<file path="src/rtl/sif_arb_pkg.sv">
// Shared types and constants for the SIF X-side access arbiter.
package sif_arb_pkg;

  typedef enum logic [1:0] {
    StIdle,
    StIssue,
    StWait,
    StDone
  } arb_state_e;

  typedef logic req_id_t;

  localparam int unsigned SIF_ARB_CNT_W = 16;

  localparam int unsigned RD_LAT_MIN   = 1;
  localparam int unsigned RD_LAT_MAX   = 15;
  localparam int unsigned RD_LAT_CNT_W = 4;

endpackage

</file>
<file path="src/rtl/sif_arb_rr.sv">
// Combinational two-way round-robin picker: on contention the requester that did not win last wins.
module sif_arb_rr
  import sif_arb_pkg::*;
(
  input  logic [1:0] req,
  input  req_id_t    last,
  output logic       valid,
  output req_id_t    id
);

  always_comb begin
    valid = |req;
    if (&req) begin
      id = ~last;
    end else begin
      id = req[1];
    end
  end

endmodule

</file>
<file path="src/rtl/sif_xa_arbiter.sv">
// Two-requester round-robin arbiter sharing the SIF X-side access port.
// Define SIF_ARB_STATS_EN to add saturating per-requester ack counters (r0_cnt / r1_cnt).
module sif_xa_arbiter
  import sif_arb_pkg::*;
#(
  parameter int unsigned AW     = 16,
  parameter int unsigned DW     = 16,
  parameter int unsigned RD_LAT = 1
) (
  input  logic                     clk,
  input  logic                     rst_n,
  input  logic                     r0_req,
  input  logic                     r0_wr,
  input  logic [AW-1:0]            r0_addr,
  input  logic [DW-1:0]            r0_data_wr,
  input  logic                     r1_req,
  input  logic                     r1_wr,
  input  logic [AW-1:0]            r1_addr,
  input  logic [DW-1:0]            r1_data_wr,
  output logic                     r0_ack,
  output logic [DW-1:0]            r0_data_rd,
  output logic                     r1_ack,
  output logic [DW-1:0]            r1_data_rd,
  output logic [AW-1:0]            xa_addr,
  output logic [DW-1:0]            xa_data_wr,
  output logic                     xa_wr_s,
  output logic                     xa_rd_s,
  input  logic [DW-1:0]            xa_data_rd,
`ifdef SIF_ARB_STATS_EN
  output logic [SIF_ARB_CNT_W-1:0] r0_cnt,
  output logic [SIF_ARB_CNT_W-1:0] r1_cnt,
`endif
  output logic                     busy,
  output logic                     gnt_id
);

  localparam int unsigned RdLat = (RD_LAT < RD_LAT_MIN) ? RD_LAT_MIN :
                                  (RD_LAT > RD_LAT_MAX) ? RD_LAT_MAX : RD_LAT;
  localparam logic [RD_LAT_CNT_W-1:0] RdCntLoad = RD_LAT_CNT_W'(RdLat - 1);
  localparam logic [RD_LAT_CNT_W-1:0] RdCntOne  = RD_LAT_CNT_W'(1);

  arb_state_e              state_q, state_d;
  req_id_t                 last_q, last_d;
  req_id_t                 gnt_id_q, gnt_id_d;
  logic                    wr_q, wr_d;
  logic [RD_LAT_CNT_W-1:0] cnt_q, cnt_d;
  logic [AW-1:0]           xa_addr_q, xa_addr_d;
  logic [DW-1:0]           xa_data_wr_q, xa_data_wr_d;
  logic                    xa_wr_s_q, xa_wr_s_d;
  logic                    xa_rd_s_q, xa_rd_s_d;
  logic                    busy_q, busy_d;
  logic                    r0_ack_q, r0_ack_d;
  logic                    r1_ack_q, r1_ack_d;
  logic [DW-1:0]           r0_data_rd_q, r0_data_rd_d;
  logic [DW-1:0]           r1_data_rd_q, r1_data_rd_d;

  logic    pick_valid;
  req_id_t pick_id;
  logic    pick_wr;

  sif_arb_rr u_rr (
    .req   ({r1_req, r0_req}),
    .last  (last_q),
    .valid (pick_valid),
    .id    (pick_id)
  );

  assign pick_wr = pick_id ? r1_wr : r0_wr;

  always_comb begin
    state_d      = state_q;
    last_d       = last_q;
    gnt_id_d     = gnt_id_q;
    wr_d         = wr_q;
    cnt_d        = cnt_q;
    xa_addr_d    = xa_addr_q;
    xa_data_wr_d = xa_data_wr_q;
    xa_wr_s_d    = 1'b0;
    xa_rd_s_d    = 1'b0;
    r0_ack_d     = 1'b0;
    r1_ack_d     = 1'b0;
    r0_data_rd_d = r0_data_rd_q;
    r1_data_rd_d = r1_data_rd_q;

    unique case (state_q)
      StIdle: begin
        if (pick_valid) begin
          gnt_id_d     = pick_id;
          wr_d         = pick_wr;
          xa_addr_d    = pick_id ? r1_addr : r0_addr;
          xa_data_wr_d = pick_id ? r1_data_wr : r0_data_wr;
          xa_wr_s_d    = pick_wr;
          xa_rd_s_d    = ~pick_wr;
          // A write completes in the strobe cycle, so its ack rises with the strobe.
          if (pick_wr) begin
            r0_ack_d = ~pick_id;
            r1_ack_d = pick_id;
            last_d   = pick_id;
          end
          state_d = StIssue;
        end
      end
      StIssue: begin
        if (wr_q) begin
          state_d = StIdle;
        end else if (RdCntLoad == '0) begin
          // Single-cycle latency: read data is already valid at the end of the strobe cycle.
          r0_data_rd_d = gnt_id_q ? r0_data_rd_q : xa_data_rd;
          r1_data_rd_d = gnt_id_q ? xa_data_rd : r1_data_rd_q;
          r0_ack_d     = ~gnt_id_q;
          r1_ack_d     = gnt_id_q;
          last_d       = gnt_id_q;
          state_d      = StDone;
        end else begin
          cnt_d   = RdCntLoad;
          state_d = StWait;
        end
      end
      StWait: begin
        cnt_d = cnt_q - RdCntOne;
        if (cnt_d == '0) begin
          r0_data_rd_d = gnt_id_q ? r0_data_rd_q : xa_data_rd;
          r1_data_rd_d = gnt_id_q ? xa_data_rd : r1_data_rd_q;
          r0_ack_d     = ~gnt_id_q;
          r1_ack_d     = gnt_id_q;
          last_d       = gnt_id_q;
          state_d      = StDone;
        end
      end
      StDone: begin
        state_d = StIdle;
      end
      default: begin
        state_d = StIdle;
      end
    endcase

    busy_d = (state_d != StIdle);
  end

  always_ff @(posedge clk or negedge rst_n) begin
    if (!rst_n) begin
      state_q      <= StIdle;
      last_q       <= 1'b1;
      gnt_id_q     <= 1'b0;
      wr_q         <= 1'b0;
      cnt_q        <= '0;
      xa_addr_q    <= '0;
      xa_data_wr_q <= '0;
      xa_wr_s_q    <= 1'b0;
      xa_rd_s_q    <= 1'b0;
      busy_q       <= 1'b0;
      r0_ack_q     <= 1'b0;
      r1_ack_q     <= 1'b0;
      r0_data_rd_q <= '0;
      r1_data_rd_q <= '0;
    end else begin
      state_q      <= state_d;
      last_q       <= last_d;
      gnt_id_q     <= gnt_id_d;
      wr_q         <= wr_d;
      cnt_q        <= cnt_d;
      xa_addr_q    <= xa_addr_d;
      xa_data_wr_q <= xa_data_wr_d;
      xa_wr_s_q    <= xa_wr_s_d;
      xa_rd_s_q    <= xa_rd_s_d;
      busy_q       <= busy_d;
      r0_ack_q     <= r0_ack_d;
      r1_ack_q     <= r1_ack_d;
      r0_data_rd_q <= r0_data_rd_d;
      r1_data_rd_q <= r1_data_rd_d;
    end
  end

  assign xa_addr    = xa_addr_q;
  assign xa_data_wr = xa_data_wr_q;
  assign xa_wr_s    = xa_wr_s_q;
  assign xa_rd_s    = xa_rd_s_q;
  assign busy       = busy_q;
  assign gnt_id     = gnt_id_q;
  assign r0_ack     = r0_ack_q;
  assign r1_ack     = r1_ack_q;
  assign r0_data_rd = r0_data_rd_q;
  assign r1_data_rd = r1_data_rd_q;

`ifdef SIF_ARB_STATS_EN
  logic [SIF_ARB_CNT_W-1:0] r0_cnt_q, r0_cnt_d;
  logic [SIF_ARB_CNT_W-1:0] r1_cnt_q, r1_cnt_d;

  always_comb begin
    r0_cnt_d = r0_cnt_q;
    r1_cnt_d = r1_cnt_q;
    if (r0_ack_q && (r0_cnt_q != '1)) r0_cnt_d = r0_cnt_q + SIF_ARB_CNT_W'(1);
    if (r1_ack_q && (r1_cnt_q != '1)) r1_cnt_d = r1_cnt_q + SIF_ARB_CNT_W'(1);
  end

  always_ff @(posedge clk or negedge rst_n) begin
    if (!rst_n) begin
      r0_cnt_q <= '0;
      r1_cnt_q <= '0;
    end else begin
      r0_cnt_q <= r0_cnt_d;
      r1_cnt_q <= r1_cnt_d;
    end
  end

  assign r0_cnt = r0_cnt_q;
  assign r1_cnt = r1_cnt_q;
`endif

endmodule

</file>
<file path="config.mk">
export PLATFORM = sky130hd
export DESIGN_NAME = sif_xa_arbiter
export DESIGN_NICKNAME = d
export VERILOG_FILES = /design/src/rtl/sif_arb_pkg.sv /design/src/rtl/sif_arb_rr.sv /design/src/rtl/sif_xa_arbiter.sv
export SDC_FILE = /design/constraint.sdc
export NUM_CORES = 1
export LEC_CHECK = 0
export BUFFER_PORTS_ARGS = -buffer_cell sky130_fd_sc_hd__buf_2
export CORE_MARGIN = 4
export CORE_UTILIZATION = 40
export CTS_BUF_LIST = sky130_fd_sc_hd__clkbuf_4 sky130_fd_sc_hd__clkbuf_8
export DETAILED_ROUTE_END_ITERATION = 8
export PLACE_DENSITY = 0.76
export RECOVER_POWER = 100
export SETUP_SLACK_MARGIN = 0.5
export SLEW_MARGIN = 5
export SYNTH_ARGS = -nofsm -noshare
export SYNTH_HDL_FRONTEND = slang
export SYNTH_HIERARCHICAL = 1
export SYNTH_SLANG_ARGS = --single-unit
</file>
<file path="constraint.sdc">
create_clock -name clk -period 2.3 [get_ports clk]
set_input_delay 0.23 -clock clk [delete_from_list [all_inputs] [get_ports clk]]
set_output_delay 0.23 -clock clk [all_outputs]
set_load 0.005 [all_outputs]
</file>
==> results.toml, run 1 <==
[drt]
postRouteAntennaNets = 0
via_count = 2809
drtIter0Drc = 80
drt_wl_total_mm = 8.39
wire_per_inst_microns = 14.7
vias_per_cell = 4.91
drt-pass1-iter-count = 4
drc = 0

[logic_synthesis]
synth_cell_type_count = 34
syn_avg_cell_area_sq_um = 12.3
syn_area_sq_um = 3600
synthCells = 292
ys_seq_area_share_pct = 54.2
syn_nets = 386
yosysWarnings = 6
ys_seq_elements = 78

[sta]
whs_ps = 107
fmax_ghz = 0.492
tightest_slew_ps = 1110
hold_viol_final = 0
skew_ps = 7.38
relSlewSlack_pct = 26.1
drv_slew = 0
post-route-min-period_ps = 2030
grt_setup_unrepaired = "true"
setup_viol = 0
finalCritPeriodShare_pct = 88.4
fin_tns_setup_ps = 0

[setup_path]
cp_max_fo = 16
required_ps = 2520
critPathArrivalTime_ps = 2260
cp-start-kind = "flop"
worstPathCellList = "inv_1 > ha_1 > nand2b_2 > nor4b_1 > buf_4 > o211ai_4 > buf_12 > mux2_1"
critical_path_class = "reg -> reg"
critPathCaptureType = "flop"
cp_slowest_cell = "dfrtp_1"
slowest_delay_ps = 380
worstRegToRegCells = 8

[floorplanning]
die_width_microns = 103
core_sq_um = 8720
initial_utilization_pct = 41.3
die_y_microns = 103
die_area_sq_um = 10600
rows = 34
pin_count = 156

[worst_hold_path]
min_path_type = "in -> reg"
hold_depth = 2

[grt]
grt_pass1_wl_mm = 13.2
antenna_found_initial = 0
grt_max_degree = 67
grt_pass1_vias = 2802
grt_use_total_pct = 15.9
overflow = 0

[finish]
drive_above_1_share_pct = 34.3
mostFrequentLayoutCell = "buf_2"
antenna_cells = 0
area_growth_pct = 30.4
layout_common_cells = "99 x buf_2, 75 x dfrtp_1, 54 x clkbuf_1, 39 x nand2_1, 36 x o21ai_0"
final_nets = 553

[power_and_ir_drop]
leakagePower_uw = 0.00222
power_uw = 6380
powerDensity_nw_per_um2 = 1360
ir_drop_v = 0.000543

[run]
cap_violations = 0

[clock_tree]
cts_num_sinks = 78
cts_tree = "built"
root_buffer = "clkbuf_8"
cts_buffers = 9
h-tree-depth = 3
cts_buffer_depth = 2
clk_latency_ps = 340
path_clk_slew_ps = 90

[outcome]
status = "finished clean"

[placed_design]
portBuffers = 155
dpl.hpwl_mm = 6.37
gp_congestion = 0.794
[kinds of logic after synthesis]
| family | share of synthesized area (%) |
|---|---|
| simple gates | 9.21 |
| xor+xnor | 0.730 |
| mux | 22.5 |
| buf+inv | 2.64 |
| fa+ha+maj | 2.78 |
| flops | 54.2 |
| compound gates | 7.92 |
[worst paths after layout]
check / to / slack (ps) / start
min reg2reg: xa_data_wr[0]$_DFFE_PN0P_ / 480 / xa_data_wr[0]$_DFFE_PN0P_
max: r1_data_rd[3]$_DFFE_PN0P_ / 270 / cnt_q[1]$_DFFE_PN0N_
min: r1_data_rd[11]$_DFFE_PN0P_ / 110 / xa_data_rd[11]
max reg2reg: r1_data_rd[3]$_DFFE_PN0P_ / 270 / cnt_q[1]$_DFFE_PN0N_
max in group asynchronous: state_q[1]$_DFF_PN0_ / 630 / rst_n
min in group asynchronous: r0_data_rd[7]$_DFFE_PN0P_ / 630 / rst_n
[metal layers]
| layer | routed length (microns) | up-vias | track usage [%] |
|---|---|---|---|
| li1 | - | 1346 | - |
| met2 | 3980 | 132 | 26.4 |
| met1 | 3450 | 1317 | 19.6 |
| met3 | 821 | 14 | 4.74 |
| met5 | 0 | - | 0 |
| met4 | 138 | 0 | 5.98 |
[final cells by class]
class                   instances  area [sq um]
fillers                       825          4030
flip-flops and latches         78          1960
repair buffers                172           878
multi-input cells             193          1500
well taps                     108           135
inverters                       5          18.8
clock buffers                   9           124
clock inverters                 7          81.3
[critical path: cells and delay by family, from the launching register on]
family,cells,cell delay (ps)
flops,1,380
buf+inv,3,520
compound gates,1,100
mux,1,330
simple gates,2,340
fa+ha+maj,1,240
[synthesized netlist by cell type]
cell | count | area [sq um]
nor4b_4 | 1 | 23.8
ha_1 | 8 | 100
xor2_1 | 2 | 17.5
nor4b_1 | 2 | 17.5
nor3b_1 | 1 | 7.51
or4b_2 | 1 | 10.0
o22ai_1 | 2 | 12.5
o21ai_0 | 36 | 180
nand2b_1 | 3 | 18.8
xnor2_1 | 1 | 8.76
nor2b_1 | 3 | 18.8
a21boi_1 | 1 | 7.51
mux2_4 | 20 | 300
a22oi_1 | 1 | 7.51
mux2i_1 | 34 | 340
buf_2 | 1 | 5.00
nand3b_1 | 2 | 15.0
and2_1 | 3 | 18.8
o32ai_1 | 2 | 17.5
inv_1 | 5 | 18.8
dfrtp_1 | 77 | 1930
or2_1 | 1 | 6.26
nand4b_1 | 1 | 8.76
nand2_1 | 40 | 150
nor3_2 | 1 | 10.0
clkbuf_1 | 10 | 37.5
mux2_2 | 15 | 169
o211ai_1 | 1 | 7.51
dfstp_2 | 1 | 26.3
o211ai_4 | 2 | 42.5
buf_6 | 2 | 22.5
a21oi_1 | 2 | 10.0
buf_1 | 3 | 11.3
nor2_1 | 7 | 26.3
[registers in the layout, indices dropped and copies added, names as in the netlist]
name,cells
busy,1
cnt_q,4
gnt_id,1
last_q,1
r0_ack,1
r0_data_rd,16
r1_ack,1
r1_data_rd,16
state_q,2
wr_q,1
xa_addr,16
xa_data_wr,16
xa_rd_s,1
xa_wr_s,1
[metrics by stage]
step | cells | area, sq um | setup WS, ps | util, %
global route | 572 | 4700 | 197 | 53.8
floorplan | 292 | 3610 | 316 | -
finish | 572 | 4700 | 266 | 53.8
CTS | 570 | 4850 | 432 | 55.7
global placement | 545 | 4520 | 160 | 51.8
detailed placement | 545 | 4520 | 37.8 | 51.8
[power breakdown]
group	internal (uW)	switching (uW)
Sequential	2080	425
Clock	516	527
Combinational	1430	1400
Total	4030	2350
[what timing repair did]
item | in CTS | in global routing
hold buffers | 1 | 0
pin swaps | 3 | 1
endpoints found under the setup margin | 36 | 34
resized for setup | 9 | 3
endpoints found under the hold margin | 43 | 0
setup buffers | 8 | 2
(Power assumes the default switching activity.)
==> run 2, diff against run 1 <==
--- a/config.mk
+++ b/config.mk
@@ -5,6 +5,7 @@
 export SDC_FILE = /design/constraint.sdc
 export NUM_CORES = 1
 export LEC_CHECK = 0
+export ABC_AREA = 1
 export BUFFER_PORTS_ARGS = -buffer_cell sky130_fd_sc_hd__buf_2
 export CORE_MARGIN = 4
 export CORE_UTILIZATION = 40
==> run 2 against run 1 <==
- area after synthesis is 1.1% higher
- sequential power is 2% lower
- total power is 1.6% higher
- die area is 1.0% higher
- synthesized cell count is 37% higher
- largest cell class unchanged
- highest routed layer unchanged
==> results.toml, run 2 <==
[drt]
route.met3.wl_microns = 816
vias_per_cell = 4.93
wl_met2_mm = 4.53
drc = 0
top_layer = "met4"
drtIter0Drc = 126
wire_per_inst_microns = 14.4
via_count = 3293
drt-pass1-iter-count = 4
wl_met1_mm = 4.05
drt_wl_total_mm = 9.63
postRouteAntennaNets = 0

[grt]
grt_max_degree = 42
grt_use_total_pct = 17.3
grt_pass1_vias = 3149
overflow = 0
antenna_found_initial = 0
grt_pass1_wl_mm = 14.5

[setup_path]
cp_top_family = "simple AND/OR/NAND/NOR gates"
critPathBufInv = 2
critical_path_class = "reg -> reg"
crit_top_cell = "nand2_1"
critPathArrivalTime_ps = 2130
cp-start-kind = "flop"
slowest_delay_ps = 410
cp_max_fo = 16
critPathCaptureType = "flop"
worstPathCellList = "inv_1 > ha_1 > inv_1 > nand2_1 > nand2_2 > nor2_4 > nand2_1 > nand2_8 > nand2_2 > nand2_1 > o21ai_0"
cp_slowest_cell = "dfrtp_1"
required_ps = 2510

[clock_tree]
clk_latency_ps = 350
cts_num_sinks = 78
h-tree-depth = 3
cts_buffers = 9
root_buffer = "clkbuf_8"
cts_buffer_depth = 2
cts_tree = "built"
path_clk_slew_ps = 90

[sta]
finalCritPeriodShare_pct = 83.3
setup_viol = 0
hold_viol_final = 0
drv_slew = 0
tightest_slew_ps = 1010
fmax_ghz = 0.522
relSlewSlack_pct = 32.6
post-route-min-period_ps = 1920
grt_setup_unrepaired = "false"
fin_tns_setup_ps = 0
skew_ps = 16.7

[finish]
area_growth_pct = 27.2
antenna_cells = 0
drive_above_1_share_pct = 30.0
final_area_sq_um = 4630
layout_common_cells = "111 x buf_2, 85 x nand2_1, 77 x dfrtp_1, 66 x a21oi_1, 42 x clkbuf_1"
final_nets = 650
mostFrequentLayoutCell = "buf_2"
instances_no_fill = 668

[logic_synthesis]
synth_edf_count = 0
syn_nets = 495
ys_top_cells_by_area = "dfrtp_1 53%, a21oi_1 9.1%, nand2_1 8.1%"
yosysMostFrequentCell = "nand2_1"
syn_area_sq_um = 3640
ys_top_cells_by_count = "79 x nand2_1, 77 x dfrtp_1, 66 x a21oi_1"
yosys.area.top_type = "dfrtp_1"
yosysWarnings = 6
synthCells = 401
ys_seq_elements = 78
ys.flop_type = "dfrtp_1"
async_flop_share_pct = 100
syn_avg_cell_area_sq_um = 9.08
synth_top_cell_area_share_pct = 52.9
synth_cell_type_count = 26
ys_seq_area_share_pct = 53.6

[placed_design]
dpl.hpwl_mm = 6.63
placed_area_sq_um = 4470
dp_cells = 648
gp_congestion = 0.820
portBuffers = 155

[run]
cap_violations = 0

[power_and_ir_drop]
ir_drop_v = 0.000569
leakagePower_uw = 0.00236
powerDensity_nw_per_um2 = 1400

[outcome]
status = "finished clean"

[floorplanning]
die_y_microns = 103
initial_utilization_pct = 41.3
die_width_microns = 103
rows = 34
pin_count = 156
die_area_sq_um = 10700
core_sq_um = 8810

[worst_hold_path]
min_path_type = "in -> reg"
## run 2: cell count changes in the layout (fill, tap and decap cells not counted), sizes merged, moves of 8 or more
cell | previous run | this run
a21oi | 2 | 66
nand2 | 40 | 97
mux2 | 35 | 0
mux2i | 34 | 0
nor2 | 7 | 39
inv | 8 | 39
clkbuf | 66 | 55
nand3 | 0 | 8
## run 2: logic make-up after synthesis
group,synth area share (%)
AND/OR/NAND/NOR,17.6
AO/OA/AOI/OAI,17.9
flip-flops,53.6
buffers and inverters,7.87
adder cells (fa/ha/maj),2.75
XOR/XNOR,0.241
## run 2: metal layers
layer  vias up  track usage, %
met4         0            8.47
met2       147            27.5
met5         -               0
met1      1530            21.7
li1       1598               -
met3        18            4.83
## run 2: tightest hold or removal path, delay by kind of cell
family | cells | cell delay (ps)
compound gates | 1 | 60
buf+inv | 1 | 90
simple gates | 1 | 50
## run 2: timing repair
action	CTS	global route
pin swaps	0	3
buffers inserted	0	2
hold buffers	1	0
gates cloned	0	2
resized for setup	1	11
setup endpoints to repair	51	60
endpoints found under the hold margin	36	0
## run 2: through the flow
step	util (%)	setup slack [ps]	hold slack, ps	total power, uW
2_1_floorplan	-	797	-65.6	4500
3_3_place_gp	50.7	357	227	5360
3_5_place_dp	50.7	336	240	5480
4_1_cts	53.3	478	96.1	6640
5_1_grt	52.6	251	110	7050
6_report	52.6	384	115	6490
## run 2: path summary, 6_finish.rpt
path                                      startpoint                          to  slack, ps  cells past startpoint
max in group asynchronous                      rst_n        state_q[0]$_DFF_PN0_        960                      3
hold reg to reg            r0_data_rd[1]$_DFFE_PN0P_   r0_data_rd[1]$_DFFE_PN0P_        490                      2
setup / recovery                cnt_q[0]$_DFFE_PN0N_   r1_data_rd[2]$_DFFE_PN0P_        380                     11
hold / removal                        r1_data_wr[15]  xa_data_wr[15]$_DFFE_PN0P_        110                      3
setup reg to reg                cnt_q[0]$_DFFE_PN0N_   r1_data_rd[2]$_DFFE_PN0P_        380                     11
min in group asynchronous                      rst_n     xa_addr[12]$_DFFE_PN0P_        570                      2
## run 2: cell type report
type                       count  area [sq um]
clock buffer                  10           131
clock inverter                 5          85.1
fill                         838          4180
inverter                      41           156
multi-input combinational    264          1380
sequential                    78          1950
tap                          108           135
timing repair buffer         162           788
## run 2: power by group
part	internal (uW)	switching, uW	total (uW)
Clock	622	514	1140
Sequential	2060	401	2460
Combinational	1110	1780	2890
==> run 3, diff against run 2 <==
--- a/config.mk
+++ b/config.mk
@@ -5,7 +5,7 @@
 export SDC_FILE = /design/constraint.sdc
 export NUM_CORES = 1
 export LEC_CHECK = 0
-export ABC_AREA = 1
+export ABC_AREA = 0
 export BUFFER_PORTS_ARGS = -buffer_cell sky130_fd_sc_hd__buf_2
 export CORE_MARGIN = 4
 export CORE_UTILIZATION = 40
==> constraint.sdc (replaced) <==
create_clock -name clk -period 2 [get_ports clk]
set_input_delay 0.2 -clock clk [delete_from_list [all_inputs] [get_ports clk]]
set_output_delay 0.2 -clock clk [all_outputs]
set_load 0.005 [all_outputs]
==> run 3 against run 2 <==
- clock skew shrank 1.6 ps
- setup slack lost 270 ps
- sequential power grew 17%
- design area grew 3.6%
- critical endpoint is now r0_data_rd[14]$_DFFE_PN0P_
- largest cell class unchanged
- highest routed layer unchanged
==> results.toml, run 3 (same netlist as run 1, synthesis figures left out) <==
[finish]
antenna_cells = 0
drive_above_1_share_pct = 38.9
final_nets = 554
mostFrequentLayoutCell = "buf_2"
layout_common_cells = "103 x buf_2, 77 x dfrtp_1, 53 x clkbuf_1, 38 x nand2_1, 35 x o21ai_0"
area_growth_pct = 33.2
regArea_sq_um = 1950
fillerInstances = 777
final_area_sq_um = 4800
multi_input_area_sq_um = 1600

[placed_design]
dpl.hpwl_mm = 6.43
gp_congestion = 0.823
portBuffers = 155
placed_area_sq_um = 4610

[grt]
grt_max_degree = 58
overflow = 0
grt_pass1_vias = 2730
grt_use_total_pct = 16.3
antenna_found_initial = 0
grt_pass1_wl_mm = 13.3

[sta]
grt_setup_unrepaired = "true"
drv_slew = 0
hold_viol_final = 0
relSlewSlack_pct = 29.6
post-route-min-period_ps = 1890
skew_ps = 15.1
tightest_slew_ps = 1060
fmax_ghz = 0.529
finalCritPeriodShare_pct = 94.5
fin_tns_setup_ps = 0
setup_viol = 0

[clock_tree]
cts_buffer_depth = 2
path_clk_slew_ps = 90
root_buffer = "clkbuf_8"
cts_buffers = 9
cts_tree = "built"
h-tree-depth = 3
clk_latency_ps = 340
cts_num_sinks = 78

[setup_path]
slowest_delay_ps = 390
required_ps = 2220
worstRegToRegCells = 8
rr_endpoint = "r0_data_rd[14]$_DFFE_PN0P_"
cp_slowest_cell = "dfrtp_1"
cp_max_fo = 16
worstPathCellList = "inv_2 > ha_1 > nand2b_4 > nor4b_4 > buf_4 > o211ai_4 > buf_12 > mux2_1"
critical_path_class = "reg -> reg"
critPathCaptureType = "flop"
r2r_start = "cnt_q[1]$_DFFE_PN0N_"
critPathArrivalTime_ps = 2110
rrSetupSlack_ps = 110
cp-start-kind = "flop"

[power_and_ir_drop]
p_clk_share_pct = 14.2
swShare_pct = 37.2
intPower_uw = 4710
pwr-share-seq_pct = 38.4
powerDensity_nw_per_um2 = 1560
ir_drop_v = 0.000571
power.switching_uw = 2790
p_comb_share_pct = 47.4
leakagePower_uw = 0.00232

[drt]
vias_per_cell = 4.84
drt_wl_total_mm = 8.80
via_count = 2775
drtIter0Drc = 75
drt-pass1-iter-count = 4
postRouteAntennaNets = 0
wire_per_inst_microns = 15.4
drc = 0

[worst_hold_path]
hold_depth = 2
hold_end = "r0_data_rd[9]$_DFFE_PN0P_"
hp-start = "xa_data_rd[9]"
min_path_type = "in -> reg"

[floorplanning]
pin_count = 156
rows = 34
initial_utilization_pct = 41.3
die_width_microns = 103
core_sq_um = 8720
die_y_microns = 103
die_area_sq_um = 10600

[outcome]
status = "finished clean"

[run]
cap_violations = 0
==> run 3: changes by cell type in the layout (fill, tap and decap cells not counted), sizes merged, moves of 8 or more <==
cell    before  now
clkbuf      55   65
nand2       97   40
inv         39    9
nor2        39    7
mux2i        0   34
nand3        8    0
mux2         0   35
a21oi       66    2
==> run 3: layout make-up <==
type	count	area share, %
Sequential cell	78	40.7
Multi-Input combinational cell	193	33.4
Timing Repair Buffer	173	19.0
Tap cell	108	2.82
Clock buffer	9	2.58
Clock inverter	7	1.10
Inverter	5	0.391
==> run 3: worst max-delay path: cells and delay by family (launching register included) <==
| kind | cells | cell delay [ps] |
|---|---|---|
| buffers and inverters | 3 | 440 |
| DFF | 1 | 390 |
| and+or+nand+nor | 2 | 310 |
| muxes | 1 | 310 |
| adders and majority gates | 1 | 240 |
| AOI/OAI and AO/OA | 1 | 80 |
==> run 3: layer usage <==
| metal | part of all wire (%) | vias to the layer above | wire (microns) | track usage [%] |
|---|---|---|---|---|
| met5 | 0 | - | 0 | 0 |
| met4 | 1.6 | 0 | 144 | 6.18 |
| met3 | 8.9 | 11 | 782 | 3.11 |
| met2 | 46 | 125 | 4050 | 26.9 |
| met1 | 43 | 1289 | 3830 | 21.3 |
| li1 | - | 1350 | - | - |
==> run 3: per-stage QoR <==
step	setup slack, ps	total power [uW]	std cells	util, %	hold WS (ps)
detailed placement	77.3	6550	549	52.9	224
CTS	163	7850	573	56.6	89.7
floorplan	16.0	5130	292	-	-95.6
finish	111	7500	573	55.0	98.4
global placement	136	6400	549	52.9	215
global route	39.9	8080	573	55.0	84.6
==> run 3: worst max path at each step <==
stage                                       to  slack, ps                  from
floorplan           r0_data_rd[10]$_DFFE_PN0P_         20  cnt_q[0]$_DFFE_PN0N_
global placement    r0_data_rd[10]$_DFFE_PN0P_        140  cnt_q[1]$_DFFE_PN0N_
global route         r0_data_rd[9]$_DFFE_PN0P_         40  cnt_q[1]$_DFFE_PN0N_
finish              r0_data_rd[14]$_DFFE_PN0P_        110  cnt_q[1]$_DFFE_PN0N_
detailed placement   r0_data_rd[7]$_DFFE_PN0P_         80  cnt_q[1]$_DFFE_PN0N_
CTS                  r0_data_rd[6]$_DFFE_PN0P_        160  cnt_q[1]$_DFFE_PN0N_
==> run 3: power by group through the flow <==
stage	logic, uW	registers (uW)	clock network, uW
final	3560	2880	1070
after CTS	3870	2870	1110
after global placement	3530	2870	0
after detailed placement	3670	2890	0
after global routing	3930	2980	1160
after floorplan	2230	2900	0
==> run 3: what timing repair did <==
item | CTS | global route
resized for setup | 9 | 4
hold buffers | 1 | 0
pin swaps | 3 | 0
buffers inserted | 6 | 0
endpoints found under the setup margin | 46 | 40
gates cloned | 1 | 0
endpoints found under the hold margin | 39 | 0
